### config.mk
export PLATFORM = sky130hd
export DESIGN_NAME = uart_rx_core_flat
export DESIGN_NICKNAME = d
export VERILOG_FILES = /design/src/rtl/uart_pkg.sv /design/src/rtl/uart_rx_core_if.sv /design/src/rtl/uart_baud_tick.sv /design/src/rtl/uart_rx_core.sv /design/src/flat_wrapper.sv
export SDC_FILE = /design/constraint.sdc
export NUM_CORES = 1
export LEC_CHECK = 0
export CORE_ASPECT_RATIO = 2
export CORE_UTILIZATION = 33
export DETAILED_ROUTE_END_ITERATION = 8
export GPL_TIMING_DRIVEN = 1
export PLACE_DENSITY = 0.54
export SYNTH_ARGS = -nofsm -noshare
export SYNTH_HDL_FRONTEND = slang
export SYNTH_SLANG_ARGS = --single-unit
### constraint.sdc
create_clock -name clk -period 2.2 [get_ports clk]
set_input_delay 0.44 -clock clk [delete_from_list [all_inputs] [get_ports clk]]
set_output_delay 0.44 -clock clk [all_outputs]
set_load 0.02 [all_outputs]
### src/rtl/uart_pkg.sv
// uart_pkg: shared UART receiver state encoding, parity modes and oversample divider helper
package uart_pkg;
  typedef enum logic [2:0] {IDLE, START, DATA, PARITY, STOP} rx_state_e;
  localparam int PAR_NONE = 0;
  localparam int PAR_ODD = 1;
  localparam int PAR_EVEN = 2;
  function automatic int os_div(input longint clk_hz, input longint baud);
    return int'((clk_hz + baud * 8) / (baud * 16));
  endfunction
endpackage

### src/rtl/uart_rx_core_if.sv
// uart_rx_core_if: received-byte valid/ready handshake plus sticky line-error status
interface uart_rx_core_if;
  logic [7:0] rx_data;
  logic rx_valid, rx_ready, frame_err, parity_err, overrun, break_det, err_clr, busy;
  modport master (
    output rx_data, rx_valid, frame_err, parity_err, overrun, break_det, busy,
    input rx_ready, err_clr
  );
  modport slave (
    input rx_data, rx_valid, frame_err, parity_err, overrun, break_det, busy,
    output rx_ready, err_clr
  );
endinterface

### src/rtl/uart_baud_tick.sv
// uart_baud_tick: free-running divider emitting a one-clock tick every DIV clocks
module uart_baud_tick #(
  parameter int DIV = 54
) (
  input logic clk,
  input logic rst_n,
  output logic tick
);
  localparam int W = DIV > 1 ? $clog2(DIV) : 1;
  logic [W-1:0] cnt;
  assign tick = cnt == W'(DIV - 1);
  always_ff @(posedge clk or negedge rst_n)
    if (!rst_n) cnt <= '0;
    else cnt <= tick ? '0 : cnt + W'(1);
endmodule

### src/rtl/uart_rx_core.sv
// uart_rx_core: 16x oversampling UART receiver with valid/ready byte output and sticky line-error flags
module uart_rx_core
  import uart_pkg::*;
#(
  parameter int CLK_FREQ = 100000000,
  parameter int BAUD = 115200,
  parameter int DATA_BITS = 8,
  parameter int PARITY = 0,
  parameter int OS_DIV = os_div(CLK_FREQ, BAUD)
) (
  input logic clk,
  input logic rst_n,
  input logic rxd,
  uart_rx_core_if.master bus
);
  localparam logic [2:0] LAST = 3'(DATA_BITS - 1);
  rx_state_e state, state_n;
  logic s1, rxd_s, tick, armed, bit_done, maj, par_exp, start, stop_done, load;
  logic [3:0] os_cnt;
  logic [2:0] bit_cnt, smp;
  logic [7:0] data;
  uart_baud_tick #(.DIV(OS_DIV)) u_tick (.clk(clk), .rst_n(rst_n), .tick(tick));
  assign bit_done = tick && os_cnt == 4'd15;
  assign maj = (smp[0] & smp[1]) | (smp[0] & smp[2]) | (smp[1] & smp[2]);
  assign start = state == IDLE && armed && !rxd_s;
  assign stop_done = state == STOP && bit_done;
  assign load = stop_done && (!bus.rx_valid || bus.rx_ready);
  assign par_exp = PARITY == PAR_ODD ? ~^data : ^data;
  assign bus.busy = state != IDLE;
  always_comb begin
    state_n = state;
    case (state)
      IDLE: state_n = start ? START : IDLE;
      START: state_n = !bit_done ? START : maj ? IDLE : DATA;
      DATA: state_n = !(bit_done && bit_cnt == LAST) ? DATA : PARITY != PAR_NONE ? uart_pkg::PARITY : STOP;
      uart_pkg::PARITY: state_n = bit_done ? STOP : uart_pkg::PARITY;
      STOP: state_n = bit_done ? IDLE : STOP;
      default: state_n = IDLE;
    endcase
  end
  always_ff @(posedge clk or negedge rst_n)
    if (!rst_n) begin
      s1 <= 1'b1;
      rxd_s <= 1'b1;
      state <= IDLE;
      armed <= 1'b0;
      os_cnt <= '0;
      bit_cnt <= '0;
      smp <= '0;
      data <= '0;
    end else begin
      s1 <= rxd;
      rxd_s <= s1;
      state <= state_n;
      // a low stop bit means the line may still be in break: wait for idle-high before re-arming
      armed <= stop_done ? maj : (state == IDLE && rxd_s) ? 1'b1 : armed;
      os_cnt <= start ? 4'd0 : tick ? os_cnt + 4'd1 : os_cnt;
      if (tick && os_cnt inside {[4'd7:4'd9]}) smp <= {rxd_s, smp[2:1]};
      if (state == START && bit_done) bit_cnt <= '0;
      else if (state == DATA && bit_done) bit_cnt <= bit_cnt + 3'd1;
      if (start) data <= '0;
      else if (state == DATA && bit_done) data[bit_cnt] <= maj;
    end
  always_ff @(posedge clk or negedge rst_n)
    if (!rst_n) begin
      bus.rx_data <= '0;
      bus.rx_valid <= 1'b0;
      bus.frame_err <= 1'b0;
      bus.parity_err <= 1'b0;
      bus.overrun <= 1'b0;
      bus.break_det <= 1'b0;
    end else begin
      bus.rx_valid <= load || (bus.rx_valid && !bus.rx_ready);
      if (load) bus.rx_data <= data;
      bus.frame_err <= (stop_done && !maj) || (bus.frame_err && !bus.err_clr);
      bus.break_det <= (stop_done && !maj && data == 8'd0) || (bus.break_det && !bus.err_clr);
      bus.parity_err <= (state == uart_pkg::PARITY && bit_done && maj != par_exp) || (bus.parity_err && !bus.err_clr);
      bus.overrun <= (stop_done && !load) || (bus.overrun && !bus.err_clr);
    end
endmodule

### src/flat_wrapper.sv
// flat-port wrapper written by rule: the top's interface ports become plain ports
module uart_rx_core_flat import uart_pkg::*;
#(
  parameter int CLK_FREQ = 100000000,
  parameter int BAUD = 115200,
  parameter int DATA_BITS = 8,
  parameter int PARITY = 0,
  parameter int OS_DIV = os_div(CLK_FREQ, BAUD)
)
  (clk, rst_n, rxd, bus_rx_data, bus_rx_valid, bus_frame_err, bus_parity_err, bus_overrun, bus_break_det, bus_busy, bus_rx_ready, bus_err_clr);
  uart_rx_core_if bus_i ();
  input logic clk;
  input logic rst_n;
  input logic rxd;
  output wire logic [$bits(bus_i.rx_data)-1:0] bus_rx_data;
  output wire logic [$bits(bus_i.rx_valid)-1:0] bus_rx_valid;
  output wire logic [$bits(bus_i.frame_err)-1:0] bus_frame_err;
  output wire logic [$bits(bus_i.parity_err)-1:0] bus_parity_err;
  output wire logic [$bits(bus_i.overrun)-1:0] bus_overrun;
  output wire logic [$bits(bus_i.break_det)-1:0] bus_break_det;
  output wire logic [$bits(bus_i.busy)-1:0] bus_busy;
  input wire logic [$bits(bus_i.rx_ready)-1:0] bus_rx_ready;
  input wire logic [$bits(bus_i.err_clr)-1:0] bus_err_clr;
  assign bus_rx_data = bus_i.rx_data;
  assign bus_rx_valid = bus_i.rx_valid;
  assign bus_frame_err = bus_i.frame_err;
  assign bus_parity_err = bus_i.parity_err;
  assign bus_overrun = bus_i.overrun;
  assign bus_break_det = bus_i.break_det;
  assign bus_busy = bus_i.busy;
  assign bus_i.rx_ready = bus_rx_ready;
  assign bus_i.err_clr = bus_err_clr;
  uart_rx_core #(.CLK_FREQ(CLK_FREQ), .BAUD(BAUD), .DATA_BITS(DATA_BITS), .PARITY(PARITY), .OS_DIV(OS_DIV)) u_core (.clk(clk), .rst_n(rst_n), .rxd(rxd), .bus(bus_i));
endmodule
* Yosys cells after proc, flatten, opt, wreduce, memory -nomap -nowiden
Index checks and enable logic that the tools add are counted.
Word-level totals: bits in registers 43, bits of input ports 5, logic and storage cells 96
Operators by class: add/sub/neg operators 3, order comparisons 4, equal/unequal tests 8, mux-type cells 19, bitwise logic cells 5, reduce and logical (&&, ||, !) cells 42
Operators with widths (number):
- 1-bit logical AND | 22
- 3-bit 2-to-1 mux | 6
- 8-bit 2-to-1 mux | 2
- 3-bit one-hot mux with 5 select lines | 1
- 8-bit bitwise mux | 1
- 8-bit zero test | 1
- 4-bit 2-to-1 mux | 2
- 2-bit nonzero test | 4
- 8-bit XOR reduction | 1
- 6-bit by 1-bit adder with 6-bit output (second input constant) | 1
- 3-bit by 2-bit equality test with 1-bit output (second input constant) | 2
- 3-bit equality test (second input constant) | 2
- 6-bit equality test (second input constant) | 1
- 1-bit zero test | 6
- 1-bit logical OR | 6
- 6-bit 2-to-1 mux | 1
- 4-bit by 1-bit adder with 4-bit output (second input constant) | 1
- 4-bit equality test (second input constant) | 1
- 4-bit by 3-bit >= comparator with 1-bit output (second input constant) | 1
- 4-bit <= comparator (second input constant) | 1
- 3-bit by 4-bit less-than comparator with 1-bit output (second input constant) | 1
- 1-bit 2-to-1 mux | 4
- 3-bit by 1-bit adder with 3-bit output (second input constant) | 1
- 1-bit bitwise AND | 3
- 8 further kinds | 9

* Logic depth before layout (Yosys ltp)
word-level depth 7, gate-level depth with buffers 6, depth with buffers taken out 6

* Cells and area by module
A second synthesis with hierarchy kept.
Unflattened totals: cells, all modules 207, area total of the unflattened synthesis 2162.1 µm²
By module, submodules not included:
- uart_rx_core | times used 1, cells each 179, area an instance 1883.1 µm², sequential area each 928.4 µm²
- uart_baud_tick | times used 1, cells each 28, area an instance 279.0 µm², sequential area each 150.1 µm²

* Least setup slack after synthesis
Ideal clock, no wire load.
kind flip-flop to flip-flop, start register u_core.u_tick.cnt[1], end register u_core.bus.rx_data[0], setup time 125 ps, data arrival time 1758 ps, slack 317 ps, stages on the path, launching flop included 7, buffers on the path 0, clock period less this slack 1883 ps, cell sequence dfrtp_1 > inv_1 > ha_1 > nand4b_4 > or2_4 > nor3b_4 > mux2_2
On the way: longest elaborated chain between the ends 4
RTL lines:
- start: declaration | RTL line uart_baud_tick.sv:10 | logic [W-1:0] cnt;
- start signal: assignment | RTL line uart_baud_tick.sv:14 | else cnt <= tick ? '0 : cnt + W'(1);
- 6-bit equality test | RTL line uart_baud_tick.sv:11 | assign tick = cnt == W'(DIV - 1);
- 1-bit logical AND | RTL line uart_rx_core.sv:23 | assign bit_done = tick && os_cnt == 4'd15;
- 1-bit logical AND | RTL line uart_rx_core.sv:26 | assign stop_done = state == STOP && bit_done;
- 1-bit logical AND | RTL line uart_rx_core.sv:27 | assign load = stop_done && (!bus.rx_valid || bus.rx_ready);
- end signal: assignment | RTL line uart_rx_core.sv:74 | if (load) bus.rx_data <= data;
- end: declaration | RTL line uart_rx_core_if.sv:6 | output rx_data, rx_valid, frame_err, parity_err, overrun, break_det, busy,
Every way passes these cells. A chain may end at the register's enable or synchronous reset.

* Final worst setup path
start register u_core.state[2], end output bus_busy
On the way: longest elaborated chain between the ends 1
RTL lines:
- start: declaration | RTL line uart_rx_core.sv:17 | rx_state_e state, state_n;
- start signal: assignment | RTL line uart_rx_core.sv:54 | state <= state_n;
- 3-bit nonzero test | RTL line uart_rx_core.sv:29 | assign bus.busy = state != IDLE;
- end: declaration | RTL line flat_wrapper.sv:21 | output wire logic [$bits(bus_i.busy)-1:0] bus_busy;
Every way passes these cells.

==> flow_summary.toml <==
[timing]
rsz0062_at_grt = "no"
setup_viol = 0
finalHoldViolCount = 0
slew_violations = 0
finalCriticalPeriod_ps = 2066
holdWs_ps = 61.86
slew_headroom = 0.6783
finalCritPeriodShare = 0.9389
skew_ps = 6.713
final.setup.tns_ps = 0
fmax_mhz = 484.1
tightest_slew_ps = 477.4

[hold_path]
worstHoldPathType = "input pin to asynchronous set/reset pin"

[place]
post-dp-hpwl_um = 3305
place_congestion = 0.8764
numPortBuffers = 18

[die]
die_w_um = 59.04
coreArea_mm2 = 0.006310
rows = 41
dieArea_mm2 = 0.006852
fp.dieH_um = 116.1
pin_count = 19
initial_core_util = 0.3403

[layout]
fill_cells = 625
diodes = 0
fin_util = 0.4216
finalNetCount = 240
layout-area-overhead-vs-synth_pct = 23.89
drive_above_1_share = 0.1911

[synth]
post_synth_instance_area_mm2 = 0.002147
synth_area_per_cell_um2 = 11.07
syn_inst = 194
synth_fp_nets = 210
synth_seq_area_share = 0.5023
ys.flop_type = "dfrtp_1"
async_reset_ff_frac = 1.000
synth_edf_count = 0
yosys_warnings = 0
synth_cell_types = 38
yosys_register_bits = 43

[setup_path]
crit_buf_inv = 2
max_stage_delay_ps = 550
r2r-start = "u_core.u_tick.cnt[1]"
startpoint_type = "flop"
slowest_stage = "clkdlybuf4s50_1"
path_class = "flop to output port"
cp-end-kind = "output port"
crit_chain = "nor3_4, inv_1, clkdlybuf4s50_1"
cp.arrival_ps = 1630
crit_family = "buffers and inverters"
crit_start = "u_core.state[2]"
path_max_fanout = 8
cp.required_ps = 1760

[cts]
clkTransAtPathRegs_ps = 60
cts_hold_buf = 0
numCtsBuffers = 5
cts.sinks = 43
htreeDepth = 2
cts_tree = "done"
cts_root_buffer = "clkbuf_16"
clock_latency_ps = 290
clk_path_buf_depth = 2

[power_and_ir_drop]
peakVddDrop_mv = 0.5260
p_leak_nw = 1.152
power_density_mw_per_mm2 = 653.1

[global_routing]
grt_overflow_total = 0
grt_max_degree = 17
track_usage = 0.1462
grt_pass1_vias = 1523
grt_antenna_before_repair = 0
grt_pass1_wl_um = 7314

[route]
route.detailed.drc = 0
via_count = 1464
drtIter0Drc = 16
final_antenna_net_count = 0
first_pass_iters = 4
vias_per_cell = 4.707
wl_per_cell_um = 13.85
wirelength_um = 4306

[outcome]
status = "finished clean"

[job]
max-cap-violations = 0
==> synthesized netlist by cell type, types with 2 or more instances <==
| library cell | number | share of area |
|---|---|---|
| nor3b_2 | 2 | 0.012 |
| dfstp_2 | 2 | 0.024 |
| xnor2_1 | 6 | 0.024 |
| o21ai_0 | 7 | 0.016 |
| nand3b_1 | 5 | 0.017 |
| nor3b_1 | 4 | 0.014 |
| mux2i_1 | 7 | 0.033 |
| xor2_1 | 4 | 0.016 |
| nand3_1 | 7 | 0.016 |
| buf_2 | 3 | 0.0070 |
| ha_1 | 11 | 0.064 |
| nand2_1 | 16 | 0.028 |
| a21oi_1 | 4 | 0.0093 |
| nor3_1 | 3 | 0.0070 |
| nor2_1 | 15 | 0.026 |
| o22ai_1 | 3 | 0.0087 |
| nand4_1 | 3 | 0.0087 |
| nand2b_1 | 2 | 0.0058 |
| o211ai_1 | 2 | 0.0070 |
| a22o_1 | 3 | 0.012 |
| dfrtp_1 | 41 | 0.48 |
| mux2_2 | 12 | 0.063 |
| inv_1 | 17 | 0.030 |
==> final timing paths <==
| check | to | cells after the start | slack, ps |
|---|---|---|---|
| max | bus_busy | 3 | 130 |
| max in group asynchronous | u_core.rxd_s | 2 | 1530 |
| max reg2reg | u_core.bus.rx_data[0] | 7 | 250 |
| min in group clk | u_core.rxd_s | 0 | 380 |
| min | u_core.bus.rx_data[2] | 1 | 60 |
| min reg2reg | u_core.rxd_s | 0 | 380 |
==> through the flow <==
stage	worst slack (ps)	instances	cell area, um^2	total power, mW
3_5_place_dp	245.4	303	2475	0.8855
4_1_cts	30.67	311	2649	1.761
5_1_grt	20.01	311	2660	1.802
3_3_place_gp	273.6	303	2475	0.8860
2_1_floorplan	317.0	194	2147	0.8410
6_report	134.4	311	2660	1.737
==> routing by layer <==
layer / up-vias / track usage / wire length (um)
met1: 718 / 0.1517 / 1674
met2: 16 / 0.2659 / 2445
met3: 7 / 0.02567 / 79
met4: 0 / 0.08413 / 106
li1: 723 / - / -
met5: - / 0 / 0
==> layout by cell type (no fill, tap or decap), types with 10 or more instances in the layout <==
master           count
buf_4               10
inv_1               17
nand2_1             16
nor2_1              15
mux2_2              12
clkdlybuf4s50_1     17
ha_1                11
dfrtp_1             41
==> flip-flops by register name, summed over array words and instances, names as in the netlist, 3 cells and up <==
register / count
u_core.data: 8
u_core.bit_cnt: 3
u_core.os_cnt: 4
u_core.state: 3
u_core.smp: 3
u_core.u_tick.cnt: 6
u_core.bus.rx_data: 8
==> worst reg2reg max path, cell delays in order (launching register included) <==
cell and delay (ps):
dfrtp_1 410, inv_1 70, ha_1 230, nand4b_4 140
or2_4 270, nor3b_4 180, buf_4 190, mux2_2 340
==> cell families (layout without fill, tap and decap cells) <==
kind of cell | count (synthesis) | in the layout | share of synthesized area
and+or+nand+nor | 67 | 67 | 0.1882
DFF | 43 | 43 | 0.5023
buffers and inverters | 22 | 53 | 0.04370
AOI/OAI and AO/OA | 21 | 21 | 0.06061
muxes | 19 | 19 | 0.09557
adders and majority gates | 12 | 12 | 0.06876
xor gates and xnor gates | 10 | 10 | 0.04079
==> cell type report <==
| class | instances | area (um^2) | share of cell area |
|---|---|---|---|
| tap | 86 | 107.6 | 0.04045 |
| sequential | 43 | 1079 | 0.4055 |
| inverter | 17 | 63.81 | 0.02399 |
| clock inverter | 2 | 35.03 | 0.01317 |
| clock buffer | 6 | 138.9 | 0.05221 |
| multi-input combinational | 129 | 985.9 | 0.3706 |
| timing repair buffer | 28 | 250.2 | 0.09407 |
==> report_power, final <==
group	internal (mW)	switching, mW
logic	0.0268	0.0406
clock network	0.564	0.300
registers	0.798	0.00828
==> what timing repair did <==
| item | in CTS | in global routing |
|---|---|---|
| resized for setup | 0 | 2 |
| buffers inserted | 0 | 0 |
| endpoints found under the setup margin | 0 | 1 |
(Power assumes the default switching activity.)
